$ cat config.mk
export PLATFORM = sky130hd
export DESIGN_NAME = i_type_control_fsm
export DESIGN_NICKNAME = d
export VERILOG_FILES = /design/src/rtl/i_type_pkg.sv /design/src/rtl/i_type_decode.sv /design/src/rtl/i_type_control_fsm.sv
export SDC_FILE = /design/constraint.sdc
export NUM_CORES = 1
export LEC_CHECK = 0
export ABC_AREA = 1
export CAP_MARGIN = 0
export CORE_ASPECT_RATIO = 0.9
export CORE_MARGIN = 2
export CORE_UTILIZATION = 55
export CTS_BUF_LIST = sky130_fd_sc_hd__clkbuf_8
export DETAILED_ROUTE_END_ITERATION = 12
export PLACE_DENSITY = 0.9
export SLEW_MARGIN = 20
export SYNTH_ARGS = -nofsm -noshare
export SYNTH_HDL_FRONTEND = slang
export SYNTH_HIERARCHICAL = 1
export SYNTH_SLANG_ARGS = --single-unit
$ cat constraint.sdc
create_clock -name clock -period 3.3 [get_ports clock]
set_clock_uncertainty 0.15 [all_clocks]
set_input_delay 0.66 -clock clock [delete_from_list [all_inputs] [get_ports clock]]
set_output_delay 0.66 -clock clock [all_outputs]
set_load 0.02 [all_outputs]
$ cat src/rtl/i_type_pkg.sv
// Shared constants for the LEGv8 I-type ALU control unit:
// opcodes, ALU function selects, FSM states and control-word layout.
package i_type_pkg;

  typedef enum logic [1:0] {
    IDLE,
    DECODE,
    ISSUE
  } state_e;

  localparam logic [9:0] OP_ADDI  = 10'b1001000100;
  localparam logic [9:0] OP_ADDIS = 10'b1011000100;
  localparam logic [9:0] OP_SUBI  = 10'b1101000100;
  localparam logic [9:0] OP_SUBIS = 10'b1111000100;
  localparam logic [9:0] OP_ANDI  = 10'b1001001000;
  localparam logic [9:0] OP_ANDIS = 10'b1111001000;
  localparam logic [9:0] OP_ORRI  = 10'b1011001000;
  localparam logic [9:0] OP_EORI  = 10'b1101001000;

  localparam logic [4:0] FS_ADD = 5'b01000;
  localparam logic [4:0] FS_SUB = 5'b01001;
  localparam logic [4:0] FS_AND = 5'b00000;
  localparam logic [4:0] FS_OR  = 5'b00100;
  localparam logic [4:0] FS_XOR = 5'b01100;

  localparam logic [1:0] PSEL_ALU  = 2'b01;
  localparam logic [1:0] SEQ_FETCH = 2'b00;
  localparam logic [4:0] REG_XZR   = 5'd31;

  localparam int CW_W      = 31;
  localparam int CW_SL     = 0;
  localparam int CW_PCSEL  = 1;
  localparam int CW_BSEL   = 2;
  localparam int CW_EN_PC  = 3;
  localparam int CW_EN_B   = 4;
  localparam int CW_EN_ALU = 5;
  localparam int CW_EN_MEM = 6;
  localparam int CW_RAMW   = 7;
  localparam int CW_REGW   = 8;
  localparam int CW_FSEL   = 9;
  localparam int CW_SB     = 14;
  localparam int CW_SA     = 19;
  localparam int CW_DA     = 24;
  localparam int CW_PSEL   = 29;

endpackage

$ cat src/rtl/i_type_decode.sv
// Combinational I-type decoder: opcode to control word,
// plus the zero-extended immediate K.
module i_type_decode
  import i_type_pkg::*;
#(
  parameter int DATA_W = 64,
  parameter int IMM_W  = 12
) (
  input  logic [31:0]       instruction,
  output logic [CW_W-1:0]   controlword,
  output logic [DATA_W-1:0] K,
  output logic              legal
);

  logic [9:0] op;
  logic [4:0] fsel;
  logic       sl;

  assign op = instruction[31:22];
  assign K  = DATA_W'(instruction[IMM_W+9:10]);

  always_comb begin
    legal       = 1'b0;
    fsel        = '0;
    sl          = 1'b0;
    controlword = '0;
    unique case (1'b1)
      (op == OP_ADDI): begin
        legal = 1'b1;
        fsel  = FS_ADD;
      end
      (op == OP_ADDIS): begin
        legal = 1'b1;
        fsel  = FS_ADD;
        sl    = 1'b1;
      end
      (op == OP_SUBI): begin
        legal = 1'b1;
        fsel  = FS_SUB;
      end
      (op == OP_SUBIS): begin
        legal = 1'b1;
        fsel  = FS_SUB;
        sl    = 1'b1;
      end
      (op == OP_ANDI): begin
        legal = 1'b1;
        fsel  = FS_AND;
      end
      (op == OP_ANDIS): begin
        legal = 1'b1;
        fsel  = FS_AND;
        sl    = 1'b1;
      end
      (op == OP_ORRI): begin
        legal = 1'b1;
        fsel  = FS_OR;
      end
      (op == OP_EORI): begin
        legal = 1'b1;
        fsel  = FS_XOR;
      end
      default: ;
    endcase
    if (legal) begin
      controlword[CW_PSEL+:2] = PSEL_ALU;
      controlword[CW_DA+:5]   = instruction[4:0];
      controlword[CW_SA+:5]   = instruction[9:5];
      controlword[CW_SB+:5]   = REG_XZR;
      controlword[CW_FSEL+:5] = fsel;
      controlword[CW_REGW]    = 1'b1;
      controlword[CW_EN_ALU]  = 1'b1;
      controlword[CW_BSEL]    = 1'b1;
      controlword[CW_SL]      = sl;
    end
  end

endmodule

$ cat src/rtl/i_type_control_fsm.sv
// Three-state control FSM for LEGv8 I-type ALU ops: accept,
// decode into registers, then hold the control word until taken.
module i_type_control_fsm
  import i_type_pkg::*;
#(
  parameter int DATA_W = 64,
  parameter int IMM_W  = 12,
  parameter int CNT_W  = 16
) (
  input  logic              clock,
  input  logic              reset_n,
  input  logic              instr_valid,
  output logic              instr_ready,
  input  logic [31:0]       instruction,
  output logic              ctl_valid,
  input  logic              ctl_ready,
  output logic [CW_W-1:0]   controlword,
  output logic [DATA_W-1:0] K,
  output logic              flag_we,
  output logic              illegal,
  output logic [1:0]        next_state,
  output logic [CNT_W-1:0]  retired_count,
  output logic [CNT_W-1:0]  illegal_count
);

  state_e              state_q, state_d;
  logic [31:0]         instr_q, instr_d;
  logic [CW_W-1:0]     cw_q, cw_d;
  logic [DATA_W-1:0]   k_q, k_d;
  logic [CNT_W-1:0]    ret_q, ret_d;
  logic [CNT_W-1:0]    ill_q, ill_d;

  logic [CW_W-1:0]     dec_cw;
  logic [DATA_W-1:0]   dec_k;
  logic                dec_legal;

  i_type_decode #(
    .DATA_W (DATA_W),
    .IMM_W  (IMM_W)
  ) u_decode (
    .instruction (instr_q),
    .controlword (dec_cw),
    .K           (dec_k),
    .legal       (dec_legal)
  );

  always_ff @(posedge clock) begin
    if (!reset_n) begin
      state_q <= IDLE;
      instr_q <= '0;
      cw_q    <= '0;
      k_q     <= '0;
      ret_q   <= '0;
      ill_q   <= '0;
    end else begin
      state_q <= state_d;
      instr_q <= instr_d;
      cw_q    <= cw_d;
      k_q     <= k_d;
      ret_q   <= ret_d;
      ill_q   <= ill_d;
    end
  end

  // Strobes are gated by reset_n so an aborted op leaves no trace.
  always_comb begin
    state_d     = state_q;
    instr_d     = instr_q;
    cw_d        = cw_q;
    k_d         = k_q;
    ret_d       = ret_q;
    ill_d       = ill_q;
    instr_ready = 1'b0;
    ctl_valid   = 1'b0;
    controlword = '0;
    flag_we     = 1'b0;
    illegal     = 1'b0;
    next_state  = SEQ_FETCH;
    unique case (state_q)
      IDLE: begin
        instr_ready = 1'b1;
        if (instr_valid) begin
          instr_d = instruction;
          state_d = DECODE;
        end
      end
      DECODE: begin
        if (dec_legal) begin
          cw_d    = dec_cw;
          k_d     = dec_k;
          state_d = ISSUE;
        end else begin
          illegal = reset_n;
          ill_d   = ill_q + 1'b1;
          state_d = IDLE;
        end
      end
      ISSUE: begin
        ctl_valid   = 1'b1;
        controlword = cw_q;
        if (ctl_ready) begin
          flag_we = cw_q[CW_SL] & reset_n;
          ret_d   = ret_q + 1'b1;
          state_d = IDLE;
        end
      end
      default: state_d = IDLE;
    endcase
  end

  assign K             = k_q;
  assign retired_count = ret_q;
  assign illegal_count = ill_q;

endmodule

Word-level counts from Yosys, hierarchy flattened. Index checks and enable logic that the tools add are counted.

Bits in registers: 103. Input port bits: 36. Output and inout bits: 133. Logic and storage cells: 46.

$add $sub $neg: 2. Equality and inequality tests: 12. Multiplexer cells: 14. Bitwise gates (word level): 2. Reduce and logical (&&, ||, !) cells: 10.

Operator list (count): $eq A10 B10 Y1 const B (8); $add A16 B1 Y16 const B (2); $mux W30 (1); $pmux W4 S4 (1); $reduce_and A2 Y1 (5); $mux W1 (8); $reduce_or A8 Y1 (1); $mux W2 (3); $pmux W2 S3 (1); $ne A2 B2 Y1 const B (2); $reduce_or A2 Y1 (2); $reduce_or A3 Y1 (1); $eq A2 B1 Y1 const B (1); $eq A2 B2 Y1 const B (1); $logic_not A2 Y1 (1); $and A1 B1 Y1 (1); $not A1 Y1 (1).

Logic depth before layout (Yosys ltp). Gate-level depths: netlist (run 1).

Depth after elaboration: 5. Mapped depth: 13. Depth with buffers taken out: 12.

Modules after synthesis. Netlist (run 1), hierarchy kept.

Modules (own cells, without submodules): i_type_control_fsm (times used 1, cells each 875, area an instance 6485.0 um2); i_type_decode (times used 1, cells each 136, area an instance 842.1 um2).

Least setup slack after synthesis (run 1). OpenSTA, ideal clock, no wires.

Kind: input to output. From: in ctl_ready. To: out flag_we. Arrival time: 1.479 ns. Slack: 1.011 ns. Stages: 2. Path buffers: 0. Path through: inv_1 > nor4_1.

Longest elaborated chain between the ends: 2.

RTL lines: start: declaration (line i_type_control_fsm.sv:16) `input logic ctl_ready,`; $mux W1 (line i_type_control_fsm.sv:101) `if (ctl_ready) begin`; $mux W1 (line i_type_control_fsm.sv:79) `unique case (state_q)`; end: declaration (line i_type_control_fsm.sv:19) `output logic flag_we,`.

Every way passes these cells.

Worst setup path after layout (run 1).
From: reg instr_q[27]. To: out illegal.

Longest elaborated chain between the ends: 5.

RTL lines: start: declaration (line i_type_control_fsm.sv:27) `logic [31:0] instr_q, instr_d;`; start signal: assignment (line i_type_control_fsm.sv:57) `instr_q <= instr_d;`; $eq A10 B10 Y1, or another cell as far along (line i_type_decode.sv:59) `(op == OP_EORI): begin`; $reduce_or A8 Y1 (no line) (*); $mux W1 (*) (line i_type_decode.sv:27) `unique case (1'b1)`; named net dec_legal (line i_type_control_fsm.sv:35) `logic dec_legal;`; $mux W1 (*) (line i_type_control_fsm.sv:88) `if (dec_legal) begin`; $mux W1 (*) (line i_type_control_fsm.sv:79); end: declaration (line i_type_control_fsm.sv:20) `output logic illegal,`.

Mark *: on every way through the listed nets, which the timed path passes. The rest lies on a longest branch.

==> qor.txt, run 1 <==
Count of max-cap constraint violations = 0
Clock period minus worst slack = 3.126 ns
Setup slack after placement = 0.6486 ns
Count of boundary I/O pins = 169
Area growth from synthesis to final layout = 22.54%
Busiest metal layer after global routing = met2
Total of cells resized after clock tree synthesis = 0
Layout Cells excl Fill = 1306
Final weighted congestion in routability-driven placement = 0.8999
Setup bufs post-CTS = 0
Drt via density = 4.761
Iteration count of the initial detailed-routing pass = 5
Reg-to-Reg Start = instr_q[27]
Worst-case register-to-register setup slack = 0.99 ns
CP arrival = 2.32 ns
Setup violations, final = 0
Synthesized netlist cell count = 1011
Gr ovfl total = 0
Mean cell area of the mapped netlist = 7.247 µm²
Number of cell rows = 39
Slew at the pin closest to its max-slew limit = 0.7765 ns
Largest net degree at the start of global routing = 192
Root buffer selected by CTS = sky130_fd_sc_hd__clkbuf_8
Number of buffers created by CTS = 17
Quantity of I/O buffers inserted on ports = 166
Grt met2 use = 39.24%
Crit path kind = register to output pin
Clock latency on the worst-skew pair = 0.45 ns
Core box area = 0.01283 mm²
Placed wire-length estimate = 11040 µm
Width of the die = 125.7 µm
Buffer levels on the longest clock path = 2
Hold Crit Start = K[10]
Count of cell types in the netlist = 29
Share of post-route cells with drive strength above 1 = 4.729%
Capturing point of the worst reg2reg path = K[62]
Fillcell total = 1065
Worst min-delay path class = register to register
Via count of the first global-routing pass = 5679
Flops & latches, synth = 161
Required time reported for the critical path endpoint = 2.49 ns
Synth warn = 6
Number of DRC markers in iteration 0 = 441
Placed insts = 1274
Total standard cell area after synthesis = 0.007327 mm²
# DRC = 0
IR Drop Worst-Case VDD = 0.3837 mV
Proportion of synthesized chip area in sequential cells = 43.99%
Critical Path Most Common Cell = sky130_fd_sc_hd__nor2_1
Crit path max-delay cell type = sky130_fd_sc_hd__clkdlybuf4s50_1
Routed wire length = 16260 µm
Commonest cells after routing, fill and taps aside = sky130_fd_sc_hd__nor2_1, sky130_fd_sc_hd__clkdlybuf4s50_1, sky130_fd_sc_hd__dfxtp_1, sky130_fd_sc_hd__inv_1, sky130_fd_sc_hd__a21oi_1
Drt wl/cell = 12.45 µm
Reg2reg path depth = 10
Worst path cell trace = nor2_1 -> nand2_1 -> nor2_1 -> nand2_1 -> nand3_2 -> inv_1 -> nand3_1 -> nor2_1 -> clkdlybuf4s50_1
Total via count in the routed design = 6218
Diode insertion count for antenna repair = 0
Final-report max-slew violation count = 0
Crit path capture = illegal
Global-route track usage on met3 = 4.878%
Share of the cycle needed by the critical path after routing = 94.73%
Tot GR Track Use = 23.13%
Floorplan die area = 0.01426 mm²
Net count of the finished layout = 1167
Clk sink count = 161
CP endpoint kind = output pin
TritonCTS clock tree = yes
Sequential standard cell area = 0.003223 mm²
Crit Path Max Fanout = 7
Power per standard cell area = 418.1 mW/mm²
Starting density of the core = 57.09%
Met1 Track Usage GR = 28.22%
RSZ-0062 raised after global routing = false
Final antenna-violating net count = 0
Global-route wire length before repair = 26720 µm
Maximum clock frequency = 319.9 MHz
Max-slew headroom = 48.23%
Final-layout setup total negative slack = 0 ns
Critical path startpoint = instr_q[27]
Initial antenna violation count = 0
Startpoint type of the worst setup path = register
Worst path max stage delay = 0.62 ns
Most common library cell in the layout ignoring fill and taps = sky130_fd_sc_hd__nor2_1
Static leakage power = 0.003420 µW
Hold-fix buffer count after cts = 0
Total design power = 3754 µW
Max H-tree Level = 4
Reg clk slew, reported paths = 0.08 ns
Result of the run = finished, final reports clean
Final-report hold violation count = 0
Chip Height = 113.5 µm
Final design utilization = 69.96%
Final setup slack of the worst path = 0.1739 ns
Area of the multi-input gates = 0.002841 mm²
## power breakdown
group | total [µW] | internal [µW] | switching (µW)
clock network | 1530 | 812 | 720
registers | 2000 | 1980 | 22.3
logic | 223 | 91.3 | 131
## how the worst min path moves through the flow
stage	to	cells past startpoint
finish	K[10]	2
global route	K[5]	2
CTS	K[61]	2
detailed placement	K[61]	2
global placement	K[14]	2
floorplan	cw_q[1]	2
## critical path: cells and delay by family, from the launching register on
kind / cells / cell delay [ns]
buffers and inverters: 2 / 0.69
flip-flops: 1 / 0.35
AND/OR/NAND/NOR: 7 / 0.82
## cell families after synthesis
group | count (synthesis) | synth area share, %
AOI/OAI and AO/OA | 241 | 16.51
and+or+nand+nor | 318 | 18.29
other | 2 | 0.1025
xor gates and xnor gates | 3 | 0.3587
adders and majority gates | 2 | 0.3415
DFF | 161 | 43.99
buffers and inverters | 284 | 20.41
## metal layers
layer / up-vias / part of all wire [%]
met5: - / 0
met4: 0 / 3.3
met3: 43 / 4.9
met2: 190 / 48
met1: 2716 / 43
li1: 3269 / -
## state kept, by name, summed over array words and instances, names as in the netlist
register,cells
cw_q,31
illegal_count,16
state_q,2
instr_q,32
K,64
retired_count,16
## cell usage after synthesis
master | n | area share [%]
sky130_fd_sc_hd__a21oi_1 | 107 | 7.3
sky130_fd_sc_hd__buf_1 | 1 | 0.051
sky130_fd_sc_hd__buf_2 | 18 | 1.2
sky130_fd_sc_hd__buf_4 | 84 | 8.6
sky130_fd_sc_hd__buf_6 | 12 | 1.8
sky130_fd_sc_hd__clkbuf_1 | 16 | 0.82
sky130_fd_sc_hd__clkbuf_2 | 1 | 0.068
sky130_fd_sc_hd__conb_1 | 2 | 0.10
sky130_fd_sc_hd__dfxtp_1 | 161 | 44
sky130_fd_sc_hd__ha_1 | 2 | 0.34
sky130_fd_sc_hd__inv_1 | 150 | 7.7
sky130_fd_sc_hd__inv_2 | 2 | 0.10
sky130_fd_sc_hd__nand2_1 | 100 | 5.1
sky130_fd_sc_hd__nand2_4 | 2 | 0.31
sky130_fd_sc_hd__nand3_1 | 21 | 1.4
sky130_fd_sc_hd__nand3_2 | 2 | 0.27
sky130_fd_sc_hd__nand3_4 | 1 | 0.24
sky130_fd_sc_hd__nand4_1 | 15 | 1.3
sky130_fd_sc_hd__nor2_1 | 165 | 8.5
sky130_fd_sc_hd__nor2_2 | 6 | 0.51
sky130_fd_sc_hd__nor2_8 | 1 | 0.27
sky130_fd_sc_hd__nor3_1 | 2 | 0.14
sky130_fd_sc_hd__nor4_1 | 2 | 0.17
sky130_fd_sc_hd__o21a_1 | 1 | 0.10
sky130_fd_sc_hd__o21ai_0 | 65 | 4.4
sky130_fd_sc_hd__o21ai_1 | 67 | 4.6
sky130_fd_sc_hd__o22ai_1 | 1 | 0.085
sky130_fd_sc_hd__or2_2 | 1 | 0.085
sky130_fd_sc_hd__xor2_1 | 3 | 0.36
## area by class of cell
| cell class | count | area share (%) |
|---|---|---|
| clock buffer | 20 | 3.066 |
| clock inverter | 12 | 1.742 |
| inverter | 152 | 6.355 |
| multi-input combinational | 626 | 31.65 |
| sequential | 161 | 35.90 |
| tap | 164 | 2.285 |
| timing repair buffer | 171 | 19.01 |
## metrics by stage
step           cell area [µm²]  hold WS, ns
2_1_floorplan             7552       0.2801
3_3_place_gp              8547       0.2813
3_5_place_dp              8547       0.2855
4_1_cts                   8979       0.2983
5_1_grt                   8979       0.3177
6_report                  8979       0.2960
Note: power is estimated with default switching activity, not from simulation.
==> run 2: changes to the inputs <==
Settings changed: CORE_MARGIN 2 to 3, CORE_UTILIZATION 55 to 50, PLACE_DENSITY 0.9 to 0.83.
==> run 2 against run 1 <==
  * Sequential cell count stayed put
  * Worst hold slack worse by 0.00052 ns
  * Die area is 13% higher
  * Total power is 3.0% lower
  * Critical path depth stayed put
  * Global-route usage is 3.4 points lower
  * Count of clock-buffer cells in the layout is 3 lower
  * Clock power is 7% lower
==> qor.txt, run 2 (same netlist as run 1, synthesis figures left out) <==
Worst path cell trace = nor2_1 -> nand2_1 -> nor2_1 -> nand2_1 -> nand3_2 -> inv_1 -> nand3_2 -> nor2_1 -> clkdlybuf4s50_1
Maximum clock frequency = 332.1 MHz
Clock period minus worst slack = 3.011 ns
Quantity of I/O buffers inserted on ports = 166
Final weighted congestion in routability-driven placement = 0.8914
Busiest metal layer after global routing = met2
Number of cell rows = 41
Number of buffers created by CTS = 17
Reg clk slew, reported paths = 0.08 ns
Slew at the pin closest to its max-slew limit = 0.8925 ns
Global-route wire length before repair = 25800 µm
Core box area = 0.01416 mm²
Share of the cycle needed by the critical path after routing = 91.24%
Drt wl/cell = 11.85 µm
Final-report max-slew violation count = 0
Capturing point of the worst reg2reg path = K[16]
Critical path startpoint = instr_q[27]
Max reg flops = 64
Met1 Track Usage GR = 25.22%
Clock latency on the worst-skew pair = 0.44 ns
Buffer levels on the longest clock path = 2
Via count of the first global-routing pass = 5380
Commonest cells after routing, fill and taps aside = sky130_fd_sc_hd__nor2_1, sky130_fd_sc_hd__clkdlybuf4s50_1, sky130_fd_sc_hd__dfxtp_1, sky130_fd_sc_hd__inv_1, sky130_fd_sc_hd__a21oi_1
Crit path capture = illegal
Gr ovfl total = 0
Worst min-delay path class = register to register
Reg-to-Reg Start = instr_q[27]
Grt met2 use = 32.68%
Largest net degree at the start of global routing = 106
Routed wire length = 15850 µm
Net count of the finished layout = 1169
Setup bufs post-CTS = 0
Worst path max stage delay = 0.62 ns
Result of the run = finished, final reports clean
Crit path max-delay cell type = sky130_fd_sc_hd__clkdlybuf4s50_1
Setup violations, final = 0
# DRC = 0
Placed insts = 1305
Clk sink count = 161
Count of boundary I/O pins = 169
Final antenna-violating net count = 0
Number of DRC markers in iteration 0 = 295
IR Drop Worst-Case VDD = 0.2988 mV
Layout Cells excl Fill = 1337
Starting density of the core = 51.75%
Drt via density = 4.544
Iteration count of the initial detailed-routing pass = 5
Final-report hold violation count = 0
Critical Path Most Common Cell = sky130_fd_sc_hd__nor2_1
Worst-case register-to-register setup slack = 1.07 ns
Floorplan die area = 0.01614 mm²
Initial antenna violation count = 0
Count of max-cap constraint violations = 0
TritonCTS clock tree = yes
Crit path kind = register to output pin
Total via count in the routed design = 6075
Max-slew headroom = 40.50%
Max H-tree Level = 4
Reg2reg path depth = 10
Static leakage power = 0.003406 µW
Startpoint type of the worst setup path = register
CP arrival = 2.20 ns
Hold-fix buffer count after cts = 0
Tot GR Track Use = 19.72%
Area growth from synthesis to final layout = 23.00%
Global-route track usage on met3 = 5.075%
CP endpoint kind = output pin
Placed wire-length estimate = 11150 µm
RSZ-0062 raised after global routing = false
Chip Height = 120.8 µm
Root buffer selected by CTS = sky130_fd_sc_hd__clkbuf_8
Diode insertion count for antenna repair = 0
Power per standard cell area = 404.3 mW/mm²
Share of post-route cells with drive strength above 1 = 4.808%
Final-layout setup total negative slack = 0 ns
Width of the die = 133.6 µm
Required time reported for the critical path endpoint = 2.49 ns
Crit Path Max Fanout = 7
==> run 2: cell count changes in the layout (fill, tap and decap cells not counted), moves of 2 or more <==
cell / previous run / this run
sky130_fd_sc_hd__clkinv_2: 3 / 1
sky130_fd_sc_hd__clkinvlp_4: 1 / 4
sky130_fd_sc_hd__inv_6: 1 / 4
sky130_fd_sc_hd__clkbuf_8: 20 / 17
==> run 2: power by group <==
group | leakage [µW] | switching (µW) | internal (µW)
sequential | 0.00130 | 21.7 | 1980
combinational | 0.00191 | 128 | 92.4
clock | 0.000191 | 744 | 680
==> run 2: worst min path at each step <==
stage          slack (ns)      end    start  depth (start not counted)
2_1_floorplan        0.28  cw_q[1]  cw_q[1]                          2
3_3_place_gp         0.28    K[44]    K[44]                          2
3_5_place_dp         0.29     K[5]     K[5]                          2
4_1_cts              0.30     K[4]     K[4]                          2
5_1_grt              0.32    K[17]    K[17]                          2
6_report             0.30    K[53]    K[53]                          2
==> run 2: metrics by stage <==
step / setup WS (ns) / total power [µW] / hold WS, ns / utilization (%) / area, µm²
5_1_grt: 0.1166 / 3805 / 0.3166 / 63.65 / 9012
6_report: 0.2892 / 3643 / 0.2954 / 63.65 / 9012
2_1_floorplan: 1.011 / 2253 / 0.2801 / - / 7552
3_5_place_dp: 0.3285 / 2267 / 0.2868 / 60.83 / 8613
4_1_cts: 0.1255 / 3684 / 0.2994 / 63.62 / 9007
3_3_place_gp: 0.3349 / 2259 / 0.2815 / 60.83 / 8613
==> run 2: worst max-delay path, delay by kind of cell, from the launching register on <==
family,cells,cell delay [ns]
buffers and inverters,2,0.69
flip-flops,1,0.36
AND/OR/NAND/NOR,7,0.72
==> run 2: layer usage <==
metal	share of wire [%]	up-vias
li1	-	3270
met1	46	2629
met2	48	152
met3	4.5	24
met4	1.7	0
met5	0	-
==> run 2: timing repair <==
action                                 4_1_cts  5_1_grt
endpoints found under the hold margin        0        0
setup endpoints to repair                    0        1
resized for setup                            0        1
==> run 2: cell type report <==
cell class / count / area [µm²]
timing repair buffer: 173 / 1737
inverter: 152 / 570.5
clock buffer: 17 / 234.0
multi-input combinational: 626 / 2846
sequential: 161 / 3223
clock inverter: 15 / 160.2
fill: 1300 / 5146
tap: 193 / 241.5
==> run 3: changes to the inputs <==
Settings changed: CORE_UTILIZATION 50 to 36, PLACE_DENSITY 0.83 to 0.64, SLEW_MARGIN 20 to 0.
==> run 3 against run 2 <==
  * Maximum frequency is 1.2% lower
  * Critical path depth fell by 5
  * Count of clock-buffer cells in the layout up 1
  * First-iteration DRC count decreased by 13%
  * Die area grew 37%
  * Sequential power is essentially flat
  * Clock power increased by 13%
  * Combinational power is essentially flat
  * Design area increased by 0.99%
  * Final cell count up 4.3%
  * Sequential share of layout area is 0.35 points lower
  * Worst setup slack got worse by 0.037 ns
  * Critical path type unchanged
  * Critical endpoint is now flag_we
==> qor.txt, run 3 (same netlist as run 1, synthesis figures left out) <==
Reg-to-Reg Start = instr_q[23]
Final-layout setup total negative slack = 0 ns
Final weighted congestion in routability-driven placement = 0.7851
Fraction of power spent switching nets = 25.01%
Largest net degree at the start of global routing = 115
Commonest cells after routing, fill and taps aside = sky130_fd_sc_hd__nor2_1, sky130_fd_sc_hd__clkdlybuf4s50_1, sky130_fd_sc_hd__dfxtp_1, sky130_fd_sc_hd__inv_1, sky130_fd_sc_hd__a21oi_1
Max-slew headroom = 29.60%
Area growth from synthesis to final layout = 24.21%
Maximum clock frequency = 328.1 MHz
Hold-fix buffer count after cts = 0
Starting density of the core = 37.42%
TritonCTS clock tree = yes
Clock share of power = 41.9%
Critical path startpoint = state_q[0]
Max reg flops = 64
Final-report max-slew violation count = 0
Crit path max-delay cell type = sky130_fd_sc_hd__clkdlybuf4s50_1
Worst path cell trace = inv_1 -> nand2_4 -> nor4_1 -> clkdlybuf4s50_1
Clock period minus worst slack = 3.048 ns
Total of cells resized after clock tree synthesis = 0
Total via count in the routed design = 5936
Net count of the finished layout = 1169
Required time reported for the critical path endpoint = 2.49 ns
Portion of total power attributed to sequential cells = 52.3%
Crit Path Max Fanout = 34
Busiest metal layer after global routing = met2
Total design power = 3822 µW
IR Drop Worst-Case VDD = 0.2409 mV
Setup bufs post-CTS = 0
Cell internal power dissipation = 2866 µW
Placed wire-length estimate = 11440 µm
Initial antenna violation count = 0
Routed wire length = 16780 µm
Floorplan die area = 0.02210 mm²
Drt via density = 4.258
Most common library cell in the layout ignoring fill and taps = sky130_fd_sc_hd__nor2_1
Power per standard cell area = 419.9 mW/mm²
Count of max-cap constraint violations = 0
Number of cell rows = 48
Count of boundary I/O pins = 169
Drt wl/cell = 12.04 µm
Number of DRC markers in iteration 0 = 258
Slew at the pin closest to its max-slew limit = 1.056 ns
Worst min-delay path class = register to register
Max H-tree Level = 4
Reg clk slew, reported paths = 0.10 ns
Clock latency on the worst-skew pair = 0.45 ns
Width of the die = 156.4 µm
Final antenna-violating net count = 0
Root buffer selected by CTS = sky130_fd_sc_hd__clkbuf_8
Met1 Track Usage GR = 20.39%
Core box area = 0.01958 mm²
Combinational cell fraction of total power = 5.8%
Tot GR Track Use = 15.31%
Number of buffers created by CTS = 17
Via count of the first global-routing pass = 5223
Global-route wire length before repair = 27290 µm
Global-route track usage on met3 = 4.239%
Setup violations, final = 0
Share of post-route cells with drive strength above 1 = 4.808%
Final-report hold violation count = 0
# DRC = 0
Startpoint type of the worst setup path = register
Worst-case register-to-register setup slack = 0.73 ns
Reported net switching power = 955.7 µW
Iteration count of the initial detailed-routing pass = 5
Final design utilization = 46.49%
CP endpoint kind = output pin
Grt met2 use = 24.25%
Clk sink count = 161
Gr ovfl total = 0
Buffer levels on the longest clock path = 2
Hold Crit Start = K[37]
Crit path kind = register to output pin
Quantity of I/O buffers inserted on ports = 166
Static leakage power = 0.003434 µW
RSZ-0062 raised after global routing = false
Share of the cycle needed by the critical path after routing = 92.36%
CP arrival = 2.24 ns
Result of the run = finished, final reports clean
Diode insertion count for antenna repair = 0
Chip Height = 141.3 µm
Worst path max stage delay = 0.65 ns
## run 3: cell types whose count changed in the layout (fill, tap and decap cells not counted)
cell                              delta
sky130_fd_sc_hd__buf_12              -2
sky130_fd_sc_hd__clkinvlp_4          -2
sky130_fd_sc_hd__nand3_1             +1
sky130_fd_sc_hd__clkbuf_8            +1
sky130_fd_sc_hd__bufinv_16           +1
sky130_fd_sc_hd__inv_8               +3
sky130_fd_sc_hd__clkdlybuf4s50_1     -1
sky130_fd_sc_hd__clkinv_4            -1
sky130_fd_sc_hd__buf_4               +2
sky130_fd_sc_hd__clkinv_2            -1
sky130_fd_sc_hd__dlymetal6s2s_1      +1
sky130_fd_sc_hd__inv_1               -1
sky130_fd_sc_hd__nand3_2             -1
## run 3: worst max-delay path, delay by kind of cell, from the launching register on
kind / cells / cell delay, ns
flip-flops: 1 / 0.40
buffers and inverters: 2 / 0.83
AND/OR/NAND/NOR: 2 / 0.56
## run 3: power groups by stage
stage / combinational [µW] / sequential (µW) / clock [µW]
after CTS: 225 / 2000 / 1670
after global placement: 222 / 2040 / 0
after global routing: 254 / 2010 / 1750
final: 221 / 2000 / 1600
after floorplan: 208 / 2050 / 0
after detailed placement: 224 / 2050 / 0
## run 3: routing by layer
metal	share of wire, %	routed length, µm
met2	46	7698
met4	1.4	229
met5	0	0
met1	49	8196
met3	3.9	654
## run 3: layout make-up
class                   instances  area, µm²
clock inverters                14      191.4
repair buffers                173       1714
multi-input cells             626       2841
inverters                     152      570.5
clock buffers                  18      247.7
flip-flops and latches        161       3223
fillers                      1987      10480
well taps                     250      312.8
## run 3: final timing paths
check | endpoint | depth (start not counted)
max | flag_we | 4
min | K[37] | 2
max reg2reg | K[16] | 10
min reg2reg | K[37] | 2
## run 3: through the flow
step / instance area [µm²] / instances / hold WS (ns) / setup slack [ns]
finish: 9101 / 1394 / 0.2969 / 0.2520
global route: 9101 / 1394 / 0.3188 / 0.06675
CTS: 9099 / 1394 / 0.3014 / 0.1200
detailed placement: 8660 / 1362 / 0.2869 / 0.2987
global placement: 8660 / 1362 / 0.2810 / 0.3221
floorplan: 7552 / 1071 / 0.2801 / 1.011
